$ cat src/rtl/verdict_release_ctrl_pkg.sv
// Shared types for the verdict release controller: the Avalon-ST beat and the
// release state machine encoding.
package verdict_release_ctrl_pkg;

   localparam int AVLN_DATA_W  = 32;
   localparam int AVLN_EMPTY_W = 2;

   typedef struct packed {
      logic [AVLN_DATA_W-1:0]  data;
      logic                    sop;
      logic                    eop;
      logic [AVLN_EMPTY_W-1:0] empty;
      logic                    valid;
   } avln_st;

   typedef enum logic [1:0] {
      VR_WAIT    = 2'd0,
      VR_FORWARD = 2'd1,
      VR_DISCARD = 2'd2
   } vr_state_t;

   // A head word that is present but does not start a packet.
   function automatic logic head_is_orphan(input avln_st head, input logic head_empty);
      return ~head_empty & ~head.sop;
   endfunction

endpackage

$ cat src/rtl/verdict_release_ctrl_verdict_queue.sv
// One-bit-wide synchronous show-ahead FIFO holding per-packet drop verdicts
// in arrival order. A pop in the same cycle frees a slot for a push when full.
module verdict_queue #(
   parameter int DEPTH = 16
) (
   input  logic sys_clk,
   input  logic reset_n,
   input  logic push,
   input  logic din,
   input  logic pop,
   output logic dout,
   output logic full,
   output logic empty
);

   localparam int PTR_W = $clog2(DEPTH) + 1;

   logic [PTR_W-1:0] wr_ptr;
   logic [PTR_W-1:0] rd_ptr;
   logic             mem [DEPTH];
   logic             do_push;
   logic             do_pop;

   // Extra pointer MSB distinguishes full from empty when the index bits match.
   assign empty   = (wr_ptr == rd_ptr);
   assign full    = (wr_ptr[PTR_W-1] != rd_ptr[PTR_W-1]) &&
                    (wr_ptr[PTR_W-2:0] == rd_ptr[PTR_W-2:0]);
   assign do_pop  = pop & ~empty;
   assign do_push = push & (~full | do_pop);
   assign dout    = mem[rd_ptr[PTR_W-2:0]];

   always_ff @(posedge sys_clk or negedge reset_n) begin
      if (!reset_n) begin
         wr_ptr <= '0;
         rd_ptr <= '0;
      end else begin
         if (do_push) wr_ptr <= wr_ptr + PTR_W'(1);
         if (do_pop)  rd_ptr <= rd_ptr + PTR_W'(1);
      end
   end

   always_ff @(posedge sys_clk) begin
      if (do_push) mem[wr_ptr[PTR_W-2:0]] <= din;
   end

endmodule

$ cat src/rtl/verdict_release_ctrl.sv
// Releases packets from the show-ahead packet FIFO to the egress port once the
// classifier verdict for each packet is known; dropped packets are drained silently.
module verdict_release_ctrl
   import verdict_release_ctrl_pkg::*;
#(
   parameter int VQ_DEPTH = 16,
   parameter int CNT_W    = 32
) (
   input  logic             sys_clk,
   input  logic             reset_n,
   input  logic             verdict_valid,
   input  logic             verdict_drop,
   input  avln_st           fifo_q,
   input  logic             fifo_empty,
   output logic             fifo_rd,
   output avln_st           out,
   input  logic             out_ready,
   output logic [CNT_W-1:0] pass_cnt,
   output logic [CNT_W-1:0] drop_cnt,
   output logic             err_vq_ovf,
   output logic             err_orphan
);

   vr_state_t state;
   vr_state_t state_nxt;

   logic ld;
   logic vq_pop;
   logic vq_dout;
   logic vq_full;
   logic vq_empty;
   logic orphan;
   logic eop_pop;

   verdict_queue #(
      .DEPTH (VQ_DEPTH)
   ) u_vq (
      .sys_clk (sys_clk),
      .reset_n (reset_n),
      .push    (verdict_valid),
      .din     (verdict_drop),
      .pop     (vq_pop),
      .dout    (vq_dout),
      .full    (vq_full),
      .empty   (vq_empty)
   );

   assign ld      = ~out.valid | out_ready;
   assign eop_pop = fifo_rd & fifo_q.eop;

   always_ff @(posedge sys_clk or negedge reset_n) begin
      if (!reset_n) state <= VR_WAIT;
      else          state <= state_nxt;
   end

   always_comb begin
      state_nxt = state;
      case (state)
         VR_WAIT:    if (vq_pop) state_nxt = vq_dout ? VR_DISCARD : VR_FORWARD;
         VR_FORWARD: if (eop_pop) state_nxt = VR_WAIT;
         VR_DISCARD: if (eop_pop) state_nxt = VR_WAIT;
         default:    state_nxt = VR_WAIT;
      endcase
   end

   // The verdict is consumed in WAIT; the SOP word itself is popped in the next state.
   always_comb begin
      fifo_rd = 1'b0;
      vq_pop  = 1'b0;
      orphan  = 1'b0;
      case (state)
         VR_WAIT: begin
            if (head_is_orphan(fifo_q, fifo_empty)) begin
               fifo_rd = 1'b1;
               orphan  = 1'b1;
            end else if (!fifo_empty) begin
               vq_pop = ~vq_empty;
            end
         end
         VR_FORWARD: fifo_rd = ~fifo_empty & ld;
         VR_DISCARD: fifo_rd = ~fifo_empty;
         default:    fifo_rd = 1'b0;
      endcase
   end

   always_ff @(posedge sys_clk or negedge reset_n) begin
      if (!reset_n) begin
         out <= '0;
      end else if (ld) begin
         if (state == VR_FORWARD && fifo_rd) begin
            out       <= fifo_q;
            out.valid <= 1'b1;
         end else begin
            out.valid <= 1'b0;
         end
      end
   end

   always_ff @(posedge sys_clk or negedge reset_n) begin
      if (!reset_n) begin
         pass_cnt   <= '0;
         drop_cnt   <= '0;
         err_vq_ovf <= 1'b0;
         err_orphan <= 1'b0;
      end else begin
         if (state == VR_FORWARD && eop_pop) pass_cnt <= pass_cnt + CNT_W'(1);
         if (state == VR_DISCARD && eop_pop) drop_cnt <= drop_cnt + CNT_W'(1);
         if (verdict_valid && vq_full && !vq_pop) err_vq_ovf <= 1'b1;
         if (orphan) err_orphan <= 1'b1;
      end
   end

endmodule
$ cat config.mk
export PLATFORM = sky130hd
export DESIGN_NAME = verdict_release_ctrl
export DESIGN_NICKNAME = d
export VERILOG_FILES = /design/src/rtl/verdict_release_ctrl_pkg.sv /design/src/rtl/verdict_release_ctrl_verdict_queue.sv /design/src/rtl/verdict_release_ctrl.sv
export SDC_FILE = /design/constraint.sdc
export NUM_CORES = 1
export LEC_CHECK = 0
export ABC_AREA = 0
export BUFFER_PORTS_ARGS = -buffer_cell sky130_fd_sc_hd__buf_2
export CORE_ASPECT_RATIO = 1.2
export CORE_MARGIN = 8
export CORE_UTILIZATION = 48
export CTS_CLUSTER_DIAMETER = 40
export DETAILED_ROUTE_END_ITERATION = 16
export GPL_TIMING_DRIVEN = 0
export PLACE_DENSITY_LB_ADDON = 0.12
export SLEW_MARGIN = 20
export SYNTH_ARGS = -nofsm -noshare
export SYNTH_HDL_FRONTEND = slang
export SYNTH_SLANG_ARGS = --single-unit
$ cat constraint.sdc
create_clock -name sys_clk -period 2.15 [get_ports sys_clk]
set_clock_uncertainty 0.1 [all_clocks]
set_input_delay 0.3225 -clock sys_clk [delete_from_list [all_inputs] [get_ports sys_clk]]
set_output_delay 0.3225 -clock sys_clk [all_outputs]
set_load 0.1 [all_outputs]
=== Word level (Yosys, flattened, before mapping) ===
Memories as Yosys holds them, arrays and structs flattened.
Index checks and enable logic that the tools add are counted.

* RAM bits: 16
* Logic and storage cells: 60
* Flip-flop bits (word level): 115
* Memories kept: 1
* Output and inout port bits: 104
* Bits of input ports: 43

* Equal/unequal tests: 7
* $add $sub $neg: 4
* Mux-type cells: 13
* Bitwise operators: 12
* Reduce and logical (&&, ||, !) cells: 11

{| class="wikitable"
|+ Memory list
! memory !! words !! width !! read ports !! clocked after memory_dff !! wr ports !! line !! text
|-
| u_vq.mem || 16 || 1 || 1 || 0 || 1 || verdict_release_ctrl_verdict_queue.sv:20 || <nowiki>logic mem [DEPTH];</nowiki>
|}

{| class="wikitable"
|+ Operators by type and width
! operator !! count
|-
| $add A32 B1 Y32 const B || 2
|-
| $add A5 B1 Y5 const B || 2
|-
| $mux W1 || 8
|-
| $logic_and A1 B1 Y1 || 6
|-
| $mux W2 || 3
|-
| $and A1 B1 Y1 || 5
|-
| $eq A5 B5 Y1 || 1
|-
| $not A1 Y1 || 5
|-
| $eq A4 B4 Y1 || 1
|-
| $ne A2 B1 Y1 const B || 2
|-
| $pmux W2 S2 || 1
|-
| $reduce_and A2 Y1 || 2
|-
| $pmux W1 S3 || 1
|-
| $eq A2 B1 Y1 const B || 1
|-
| $eq A2 B2 Y1 const B || 1
|-
| $logic_not A2 Y1 || 1
|-
| $or A1 B1 Y1 || 2
|-
| $reduce_or A2 Y1 || 1
|-
| $logic_not A1 Y1 || 1
|-
| $ne A1 B1 Y1 || 1
|}

=== Longest topological paths before layout ===
Gate-level depths: netlist of the first run.

* Depth in word-level cells: 10
* Gate-level depth with buffers: 9
* Gate-level depth less buffers: 7

=== Cells and area by module ===
Synthesis of the first run repeated with hierarchy kept, for this count alone.

* Cells, all modules: 462
* Area total of the unflattened synthesis: 5,980.7 um2

{| class="wikitable"
|+ By module, submodules not included
! module !! cells an instance !! sequential area each (um2) !! times used !! area each (um2)
|-
| verdict_release_ctrl || 368 || 2,627.5 || 1 || 4,626.9
|-
| verdict_queue || 94 || 730.7 || 1 || 1,353.8
|}

=== Least setup slack after synthesis of the first run ===
OpenSTA, ideal clock, no wires.

* Path kind: register -> output
* Start point: register out[0] (netlist bit)
* End point: output fifo_rd
* Slack: -730 ps
* Buffers on the path: 2
* Required time: 1,727 ps
* Data arrival time: 2,458 ps
* Cell stages (with the launch flop): 6
* Path through: dfrtp_1 nand2b_1 nand3_2 clkbuf_1 buf_1 nand2_1

* Cells in the longest elaborated chain, start to end: 4

{| class="wikitable"
|+ RTL lines
! element !! line !! text
|-
| start: declaration || verdict_release_ctrl.sv:16 || <nowiki>output avln_st out,</nowiki>
|-
| start signal: assignment || verdict_release_ctrl.sv:91 || <nowiki>out <= fifo_q;</nowiki>
|-
| $not A1 Y1 || verdict_release_ctrl.sv:48 || <nowiki>assign ld = ~out.valid | out_ready;</nowiki>
|-
| $or A1 B1 Y1 || verdict_release_ctrl.sv:48 ||
|-
| $and A1 B1 Y1 || verdict_release_ctrl.sv:80 || <nowiki>VR_FORWARD: fifo_rd = ~fifo_empty & ld;</nowiki>
|-
| $pmux W1 S3 || verdict_release_ctrl.sv:71 || <nowiki>case (state)</nowiki>
|-
| end: declaration || verdict_release_ctrl.sv:15 || <nowiki>output logic fifo_rd,</nowiki>
|}

No other way between the ends.

=== Worst setup path in the final report of the first run ===
* Start point: register state[1]
* End point: output fifo_rd

* Cells in the longest elaborated chain, start to end: 2
* Elaborated cells on any way between the ends: 4
* Those cells by class: 2 x eq/ne; 1 x mux; 1 x reduce/logical

{| class="wikitable"
|+ RTL lines
! element !! line !! text
|-
| start: declaration || verdict_release_ctrl.sv:24 || <nowiki>vr_state_t state;</nowiki>
|-
| start signal: assignment || verdict_release_ctrl.sv:53 || <nowiki>else state <= state_nxt;</nowiki>
|-
| $eq A2 B2 Y1, or another cell as far along || verdict_release_ctrl.sv:71 ||
|-
| $pmux W1 S3 * || verdict_release_ctrl.sv:71 ||
|}

Mark *: on every way between the ends. The rest lies on a longest branch, timed or not.

==> flow_summary_export.csv, run 1 <==
group,metric,value,unit
critical_path,path_max_fanout,10,
critical_path,max_stage_delay,0.41,ns
critical_path,setup.worst_path.start_class,"register",
critical_path,cp.arrival,1.80,ns
synth,mappedNetlistNets,592,
worst_hold_path,hold_depth,3,
grt,grt_max_degree,66,
layout,seqCellArea,3420,µm²
critical_path,required,1.73,ns
sta,hold_slack,0.01480,ns
clock_network,h-tree-depth,4,
critical_path,r2r-start,"state[1]",
synth,ys_seq_elements,131,
die,initial_utilization,0.4892,
critical_path,path_buf_inv,3,
run,drv_cap,0,
layout,multi_input_area,2599,µm²
layout,diodes,0,
die,die_y,137.4,µm
grt,grt_overflow,0,
worst_hold_path,worstHoldPathType,"in -> reg",
worst_hold_path,whs_endpoint,"out[27]",
synth,async_flop_share,0.8779,
synth,synth-simple-area-share,0.2204,
power_and_ir_drop,vdd_drop_max,0.001550,V
layout,post-route-util,0.6798,
critical_path,endpoint_kind,"primary output",
place,pre_cts_ws,-0.4276,ns
clock_network,clk_pin_slew_worst_paths,0.05,ns
sta,setup_violations,7,
synth,synth_most_common_cell,"nand2_1",
place,hpwl,9.909,mm
synth,synth_commonest_cells,"nand2_1 (142), dfrtp_1 (115), xnor2_1 (45), xor2_1 (30), and3_1 (24)",
sta,timing.fmax,0.4506,GHz
grt,grt_pass1_vias,4720,
clock_network,cts.sinks,131,
worst_hold_path,hp-start,"fifo_q[27]",
synth,synth_warnings,0,
clock_network,cts_max_path_buffers,2,
layout,drive_above_1_share,0.3845,
critical_path,cp_cell_sequence,"ha_2 -> nor2_4 -> nand3_4 -> clkbuf_16 -> buf_8 -> nand2_4 -> buf_12",
sta,worst_pin_slew,0.5152,ns
synth,synth_mux_area_frac,0.02270,
synth,synth_top_family_by_area,"simple AND/OR/NAND/NOR gates",
power_and_ir_drop,power_density,1404,nW/µm²
synth,synth_compound_gate_area_share,0.02949,
synth,ys_seq_area_frac,0.5694,
run_status,status,"finished with violations",
synth,netlist_area,5898,µm²
synth,synth_top_area_cell,"dfrtp_1",
layout,stdcell_count,923,
synth,synthCells,538,
synth,avgSynthCellArea,10.96,µm²
synth,synth_edf_count,16,
synth,synth_adder_area_share,0.02333,
grt,grt_usage,0.1847,
clock_network,insertion_delay,0.41,ns
power_and_ir_drop,p_leak,0.004102,µW
drt,detail_route.drc_violations,0,
critical_path,ff2ff_setup_slack,-0.05,ns
die,core,12060,µm²
grt,grt_pass1_wl,23.20,mm
synth,yosys.area.top_type_share,0.4879,
synth,synthXorXnorAreaFrac,0.1114,
die,rows,44,
synth,synth_ff_type,"dfrtp_1",
synth,synth.distinct_cells,50,
place,globalplace.congestion,0.7677,
critical_path,crit_type,"reg -> out",
die,die-width,117.2,µm
clock_network,cts_tree,"yes",
sta,drv_slew,0,
sta,period_minus_slack,2.219,ns
sta,layout_worst_path_cycle_share,1.032,
layout,nNetsFinal,804,
die,die_area,16110,µm²
critical_path,crit_start,"state[1]",
clock_network,cts_made_buffers,17,
critical_path,reg2regPathDepth,8,
synth,synth_area_leaders,"dfrtp_1 (49%), nand2_1 (9.0%), edfxtp_1 (8.1%)",
sta,relSlewSlack,0.6539,
critical_path,slowest_stage,"dfrtp_1",
grt,antenna_found_initial,0,
layout,syn_to_final_growth,38.97,%
drt,viasPerCell,5.025,
run_status,failed_checks,"negative setup slack",
drt,route.detailed.wl_per_inst,15.65,µm
drt,drt_iter0_drc,241,
place,io_buffers,145,
sta,rsz0062_at_grt,"true",
die,num_io_pins,147,
drt,drt_pre_antenna_iters,4,
layout,fillerInstances,921,
sta,hold_viol_final,0,
critical_path,cp_top_family,"buffers and inverters",
drt,vias,4638,
drt,routed_wl,14.45,mm
clock_network,cts-root-buf,"clkbuf_16",
drt,antenna_left,0,
critical_path,r2r-end,"pass_cnt[29]",
sta,finalWorstSetupSlack,-0.06933,ns
place,dp_cells,845,
[flip-flops by register name, summed over array words and instances, names as in the netlist]
register	count
err_orphan	1
out	37
pass_cnt	32
err_vq_ovf	1
u_vq.rd_ptr	5
u_vq.mem	16
state	2
drop_cnt	32
u_vq.wr_ptr	5
[cells by family (layout without fill, tap and decap cells)]
kind of cell,Yosys count,after routing
flops,131,131
fa+ha+maj,11,11
mux,8,8
buf+inv,33,257
xor+xnor,75,75
compound gates,22,22
simple gates,258,258
[where the power goes]
part           internal [µW]  total [µW]  switching [µW]  leakage (µW)
Combinational           1200        5300            4090       0.00225
Clock                   1820        2830            1010      0.000287
Sequential              3040        3390             347       0.00157
Total                   6060       11500            5450       0.00410
[through the flow]
stage          setup TNS, ns  power (µW)  cell area (µm²)
2_1_floorplan       -0.03474        7424             5967
3_3_place_gp          -92.95        8248             6894
3_5_place_dp          -6.251        8347             6928
4_1_cts              -0.8442       11430             8020
5_1_grt               -1.972       12030             8197
6_report             -0.1942       11510             8197
[tightest hold or removal path, stage by stage]
cell and delay (ns):
buf_2 0.08, nand2_1 0.04, nand2_1 0.05
[how the worst max path moves through the flow]
stage | end | slack, ns | depth (start not counted)
global placement | out[0] | -1.09 | 1
finish | fifo_rd | -0.07 | 7
global route | pass_cnt[25] | -0.17 | 8
detailed placement | fifo_rd | -0.43 | 7
floorplan | fifo_rd | -0.03 | 5
CTS | fifo_rd | -0.10 | 7
[per-layer routing]
layer,wire length (µm),vias up,global-route usage,share of wire
met5,0,-,0,0
met4,214,0,0.07484,0.015
met3,1032,20,0.05921,0.071
met2,7367,122,0.3033,0.51
met1,5833,2269,0.2187,0.40
li1,-,2227,-,-
[placed cells by master (no fill, tap or decap), types with 4 or more instances in the layout]
cell	n
buf_2	145
nand2_1	140
dfrtp_1	76
xnor2_1	45
dfrtp_2	34
xor2_1	30
dlygate4sd3_1	30
and3_1	23
clkbuf_16	18
edfxtp_1	16
inv_1	15
nand3_1	15
nand4_1	15
buf_4	13
nor2_1	12
buf_6	7
clkbuf_1	7
nor3_1	7
ha_1	7
nor3_2	6
and4_1	6
clkbuf_2	5
dfrtp_4	5
nor2b_1	4
nor3_4	4
mux4_2	4
clkbuf_8	4
clkinv_2	4
[what timing repair did]
item / 4_1_cts / 5_1_grt
hold buffers: 30 / 0
setup endpoints to repair: 78 / 85
pin swaps: 8 / 11
gates resized for setup: 38 / 32
buffers inserted: 8 / 9
endpoints found under the hold margin: 79 / 0
[area by class of cell]
cell class                      count  area share
Clock buffer                       25     0.06045
Tap cell                          161     0.02458
Timing Repair Buffer              193      0.1490
Sequential cell                   131      0.4172
Multi-Input combinational cell    374      0.3171
Buffer                             16     0.01420
Clock inverter                      6    0.009770
Inverter                           17    0.007785
No activity file was read; power rests on OpenSTA's default activity.
==> run 2: changes to the inputs <==
--- a/config.mk
+++ b/config.mk
@@ -8,8 +8,8 @@
 export ABC_AREA = 0
 export BUFFER_PORTS_ARGS = -buffer_cell sky130_fd_sc_hd__buf_2
 export CORE_ASPECT_RATIO = 1.2
-export CORE_MARGIN = 8
-export CORE_UTILIZATION = 48
+export CORE_MARGIN = 3
+export CORE_UTILIZATION = 53
 export CTS_CLUSTER_DIAMETER = 40
 export DETAILED_ROUTE_END_ITERATION = 16
 export GPL_TIMING_DRIVEN = 0
==> constraint.sdc (replaced) <==
create_clock -name sys_clk -period 2.5 [get_ports sys_clk]
set_clock_uncertainty 0.1 [all_clocks]
set_input_delay 0.375 -clock sys_clk [delete_from_list [all_inputs] [get_ports sys_clk]]
set_output_delay 0.375 -clock sys_clk [all_outputs]
set_load 0.1 [all_outputs]
==> flow_summary_export.csv, run 2 (synthesized netlist as in run 1, its figures left out) <==
group,metric,value,unit
critical_path,cp.arrival,1.91,ns
layout,mostFrequentLayoutCell,"buf_2",
die,die_area,12440,µm²
critical_path,endpoint_kind,"primary output",
critical_path,setup.worst_path.start_class,"register",
run_status,status,"finished, final reports clean",
worst_hold_path,worstHoldPathType,"in -> reg",
die,rows,41,
drt,drt_pre_antenna_iters,4,
layout,top_register,"out",
critical_path,path_max_fanout,5,
sta,setup_violations,0,
clock_network,cts_made_buffers,17,
drt,drt_iter0_drc,119,
power_and_ir_drop,vdd_drop_max,0.001456,V
layout,stdcell_count,846,
drt,viasPerCell,5.187,
critical_path,required,2.03,ns
clock_network,insertion_delay,0.41,ns
sta,relSlewSlack,0.5897,
layout,diodes,0,
die,num_io_pins,147,
layout,syn_to_final_growth,26.35,%
sta,finalSetupTns,0,ns
grt,antenna_found_initial,0,
die,die_y,121.6,µm
sta,worst_pin_slew,0.6155,ns
layout,final_cell_mix,"buf_2 (146), nand2_1 (141), dfrtp_1 (110)",
place,hpwl,8.997,mm
critical_path,ff2ff_setup_slack,0.20,ns
sta,hold_slack,0.05096,ns
drt,routed_wl,12.59,mm
sta,layout_worst_path_cycle_share,0.9540,
place,globalplace.congestion,0.7876,
layout,multi_input_area,2461,µm²
sta,period_minus_slack,2.385,ns
grt,grt_pass1_vias,4450,
power_and_ir_drop,power_density,1256,nW/µm²
layout,largest_register_ffs,37,
run,drv_cap,0,
sta,timing.fmax,0.4193,GHz
clock_network,cts.sinks,131,
grt,grt_pass1_wl,20.99,mm
clock_network,h-tree-depth,4,
drt,detail_route.drc_violations,0,
place,dp_cells,813,
grt,grt_max_degree,66,
clock_network,cts-root-buf,"clkbuf_16",
die,die-width,102.3,µm
sta,drv_slew,0,
layout,drive_above_1_share,0.3082,
layout,fillerInstances,821,
layout,seqCellArea,3364,µm²
drt,antenna_left,0,
clock_network,cts_tree,"yes",
place,io_buffers,145,
grt,grt_usage,0.2174,
die,initial_utilization,0.5528,
die,core,10670,µm²
drt,vias,4388,
sta,rsz0062_at_grt,"false",
power_and_ir_drop,p_leak,0.003850,µW
drt,route.detailed.wl_per_inst,14.89,µm
grt,grt_overflow,0,
layout,top_regs,"out: 37 flops, drop_cnt: 32 flops, pass_cnt: 32 flops",
layout,nNetsFinal,759,
clock_network,cts_max_path_buffers,2,
sta,hold_viol_final,0,
critical_path,crit_type,"reg -> out",
clock_network,clk_pin_slew_worst_paths,0.06,ns
==> run 2: changes by cell type in the layout (fill, tap and decap cells not counted), moves of 3 or more <==
cell	previous run	this run
buf_4	13	2
buf_6	7	2
clkbuf_2	5	2
clkinvlp_4	0	3
dfrtp_1	76	110
dfrtp_2	34	5
dfrtp_4	5	0
dlygate4sd3_1	30	1
nor2_1	12	16
nor2_2	3	0
nor3_1	7	12
nor3_4	4	0
==> run 2: layout make-up <==
class	count	area share
multi-input cells	374	0.3303
flip-flops and latches	131	0.4515
plain buffers	15	0.01075
repair buffers	149	0.1073
clock inverters	10	0.008227
well taps	129	0.02166
inverters	17	0.008563
clock buffers	21	0.06179
==> run 2: path summary, 6_finish.rpt <==
| path | startpoint | to | depth (start not counted) |
|---|---|---|---|
| setup / recovery | state[0] | fifo_rd | 6 |
| hold / removal | fifo_q[34] | out[34] | 3 |
| setup reg to reg | state[0] | drop_cnt[17] | 9 |
| hold reg to reg | err_orphan | err_orphan | 1 |
| max in group asynchronous | reset_n | state[0] | 3 |
| min in group asynchronous | reset_n | pass_cnt[29] | 2 |
==> run 2: routing by layer <==
| layer | routed length, µm | part of all wire | vias to the layer above | GRT usage |
|---|---|---|---|---|
| met5 | 0 | 0 | - | 0 |
| met4 | 233 | 0.019 | 0 | 0.07793 |
| met3 | 902 | 0.072 | 19 | 0.07789 |
| met2 | 6261 | 0.50 | 125 | 0.3516 |
| met1 | 5196 | 0.41 | 2113 | 0.2685 |
| li1 | - | - | 2131 | - |
==> run 2: timing repair <==
| item | in CTS | in global routing |
|---|---|---|
| hold buffers | 1 | 0 |
| endpoints found under the setup margin | 1 | 9 |
| endpoints found under the hold margin | 64 | 0 |
| gates resized for setup | 11 | 8 |
| setup buffers | 0 | 2 |
| pin swaps | 0 | 3 |
==> run 2: power breakdown <==
group	leakage (µW)	total [µW]	switching (µW)	internal (µW)
registers	0.00162	2900	291	2610
clock network	0.000254	2160	861	1300
logic	0.00197	4300	3420	875
total	0.00385	9360	4580	4780
==> run 2: worst max-delay path, stage by stage, from the launching register on <==
cell     delay (ns)
dfrtp_2        0.39
inv_1          0.09
ha_2           0.21
and2b_2        0.24
o21ai_4        0.28
nand2_2        0.11
buf_12         0.18
==> run 2: metrics by stage <==
step | setup WS, ns | utilization | cell area, µm² | power (µW)
2_1_floorplan | 0.008828 | - | 5906 | 6366
6_report | 0.1150 | 0.6984 | 7452 | 9360
5_1_grt | 0.004135 | 0.6984 | 7452 | 9840
4_1_cts | 0.01367 | 0.6935 | 7400 | 9386
3_5_place_dp | -0.04752 | 0.6398 | 6827 | 7145
3_3_place_gp | -0.6131 | 0.6366 | 6793 | 7048
==> run 3: changes to the inputs <==
--- a/config.mk
+++ b/config.mk
@@ -7,9 +7,11 @@
 export LEC_CHECK = 0
 export ABC_AREA = 0
 export BUFFER_PORTS_ARGS = -buffer_cell sky130_fd_sc_hd__buf_2
+export CELL_PAD_IN_SITES_DETAIL_PLACEMENT = 1
+export CELL_PAD_IN_SITES_GLOBAL_PLACEMENT = 1
 export CORE_ASPECT_RATIO = 1.2
 export CORE_MARGIN = 3
-export CORE_UTILIZATION = 53
+export CORE_UTILIZATION = 41
 export CTS_CLUSTER_DIAMETER = 40
 export DETAILED_ROUTE_END_ITERATION = 16
 export GPL_TIMING_DRIVEN = 0
==> flow_summary_export.csv, run 3 (synthesized netlist as in run 1, its figures left out) <==
group,metric,value,unit
run_status,status,"finished, final reports clean",
clock_network,cts.sinks,131,
drt,antenna_left,0,
grt,grt_usage,0.1906,
sta,layout_worst_path_cycle_share,0.9619,
die,die_y,137.4,µm
clock_network,cts_tree,"yes",
drt,route.detailed.wl_per_inst,16.57,µm
critical_path,max_stage_delay,0.38,ns
critical_path,endpoint_kind,"primary output",
sta,timing.fmax,0.4158,GHz
critical_path,crit_type,"reg -> out",
sta,finalSetupTns,0,ns
drt,viasPerCell,5.074,
layout,largest_register_ffs,37,
layout,drive_above_1_share,0.3064,
drt,detail_route.drc_violations,0,
power_and_ir_drop,power_density,1286,nW/µm²
sta,drv_slew,0,
place,pre_cts_ws,-0.1532,ns
critical_path,required,2.03,ns
place,globalplace.congestion,0.7706,
layout,syn_to_final_growth,28.19,%
die,num_io_pins,147,
critical_path,cp_cell_sequence,"inv_1 -> ha_1 -> and2b_2 -> o21ai_4 -> nand2_2 -> buf_6",
layout,final_cell_mix,"buf_2 (146), nand2_1 (141), dfrtp_1 (111)",
critical_path,path_max_fanout,6,
grt,grt_max_degree,60,
layout,final_area,7561,µm²
drt,drt_pre_antenna_iters,4,
place,io_buffers,145,
clock_network,cts_max_path_buffers,2,
place,hpwl,10.68,mm
drt,routed_wl,14.75,mm
clock_network,cts-root-buf,"clkbuf_16",
drt,vias,4516,
grt,antenna_found_initial,1,
die,initial_utilization,0.4232,
layout,fillerInstances,1564,
layout,nNetsFinal,759,
die,rows,47,
sta,hold_viol_final,0,
die,die-width,115.5,µm
power_and_ir_drop,p_leak,0.003893,µW
critical_path,setup.worst_path.start_class,"register",
layout,mostFrequentLayoutCell,"buf_2",
clock_network,insertion_delay,0.42,ns
power_and_ir_drop,power,9727,µW
sta,worst_pin_slew,0.6143,ns
die,core,13940,µm²
grt,grt_overflow,0,
critical_path,cp.arrival,1.93,ns
layout,top_register,"out",
clock_network,h-tree-depth,4,
sta,period_minus_slack,2.405,ns
clock_network,clk_pin_slew_worst_paths,0.06,ns
drt,drt_iter0_drc,137,
power_and_ir_drop,vdd_drop_max,0.0008484,V
sta,finalWorstSetupSlack,0.09520,ns
critical_path,slowest_stage,"dfrtp_1",
critical_path,ff2ff_setup_slack,0.15,ns
die,die_area,15870,µm²
sta,relSlewSlack,0.5905,
clock_network,cts_made_buffers,17,
layout,top_regs,"out: 37 flops, drop_cnt: 32 flops, pass_cnt: 32 flops",
sta,setup_violations,0,
place,dpl_cell_area,6879,µm²
grt,grt_pass1_wl,23.48,mm
grt,grt_pass1_vias,4695,
worst_hold_path,worstHoldPathType,"in -> reg",
run,drv_cap,0,
[run 3: worst max-delay path: cells and delay by family, from the launching register on]
kind / cells / cell delay [ns]
buf+inv: 2 / 0.28
flops: 1 / 0.38
fa+ha+maj: 1 / 0.25
simple gates: 2 / 0.35
compound gates: 1 / 0.25
[run 3: layout make-up]
cell class / instances / area, µm² / share of cell area
antenna: 1 / 2.502 / 0.0003310
clock buffer: 22 / 474.2 / 0.06272
buffer: 15 / 81.33 / 0.01076
multi-input combinational: 374 / 2441 / 0.3229
tap: 171 / 214.0 / 0.02830
clock inverter: 10 / 130.1 / 0.01721
inverter: 17 / 63.81 / 0.008440
sequential: 131 / 3363 / 0.4448
timing repair buffer: 149 / 790.8 / 0.1046
[run 3: routing by layer]
layer  vias to the layer above  GRT usage  share of wire
li1                       2139          -              -
met1                      2251     0.2187           0.41
met2                       104     0.3330           0.53
met3                        22    0.05053          0.046
met4                         0    0.08284          0.020
met5                         -          0              0
[run 3: what timing repair did]
action | in CTS | in global routing
endpoints found under the hold margin | 58 | 0
resized for setup | 6 | 8
buffers inserted | 0 | 2
hold buffers | 1 | 0
pin swaps | 0 | 2
setup endpoints to repair | 2 | 11
[run 3: path summary, 6_finish.rpt]
| check | from | end | cells after the start |
|---|---|---|---|
| setup / recovery | state[0] | fifo_rd | 6 |
| hold / removal | fifo_q[9] | out[9] | 3 |
| setup reg to reg | state[0] | pass_cnt[22] | 8 |
| hold reg to reg | pass_cnt[31] | pass_cnt[31] | 1 |
| max in group asynchronous | reset_n | out[24] | 3 |
| min in group asynchronous | reset_n | pass_cnt[13] | 2 |
[run 3: report_power, final]
part	total, µW	switching (µW)	internal, µW
registers	2900	291	2610
logic	4300	3450	852
clock network	2530	892	1640
total	9730	4630	5090
[run 3: stage by stage]
stage | hold slack, ns | std cells | utilization
floorplan | -0.02059 | 538 | -
CTS | 0.03234 | 887 | 0.5389
global route | 0.04064 | 890 | 0.5425
detailed placement | 0.2976 | 855 | 0.4936
finish | 0.04356 | 890 | 0.5425
global placement | 0.3408 | 854 | 0.4912
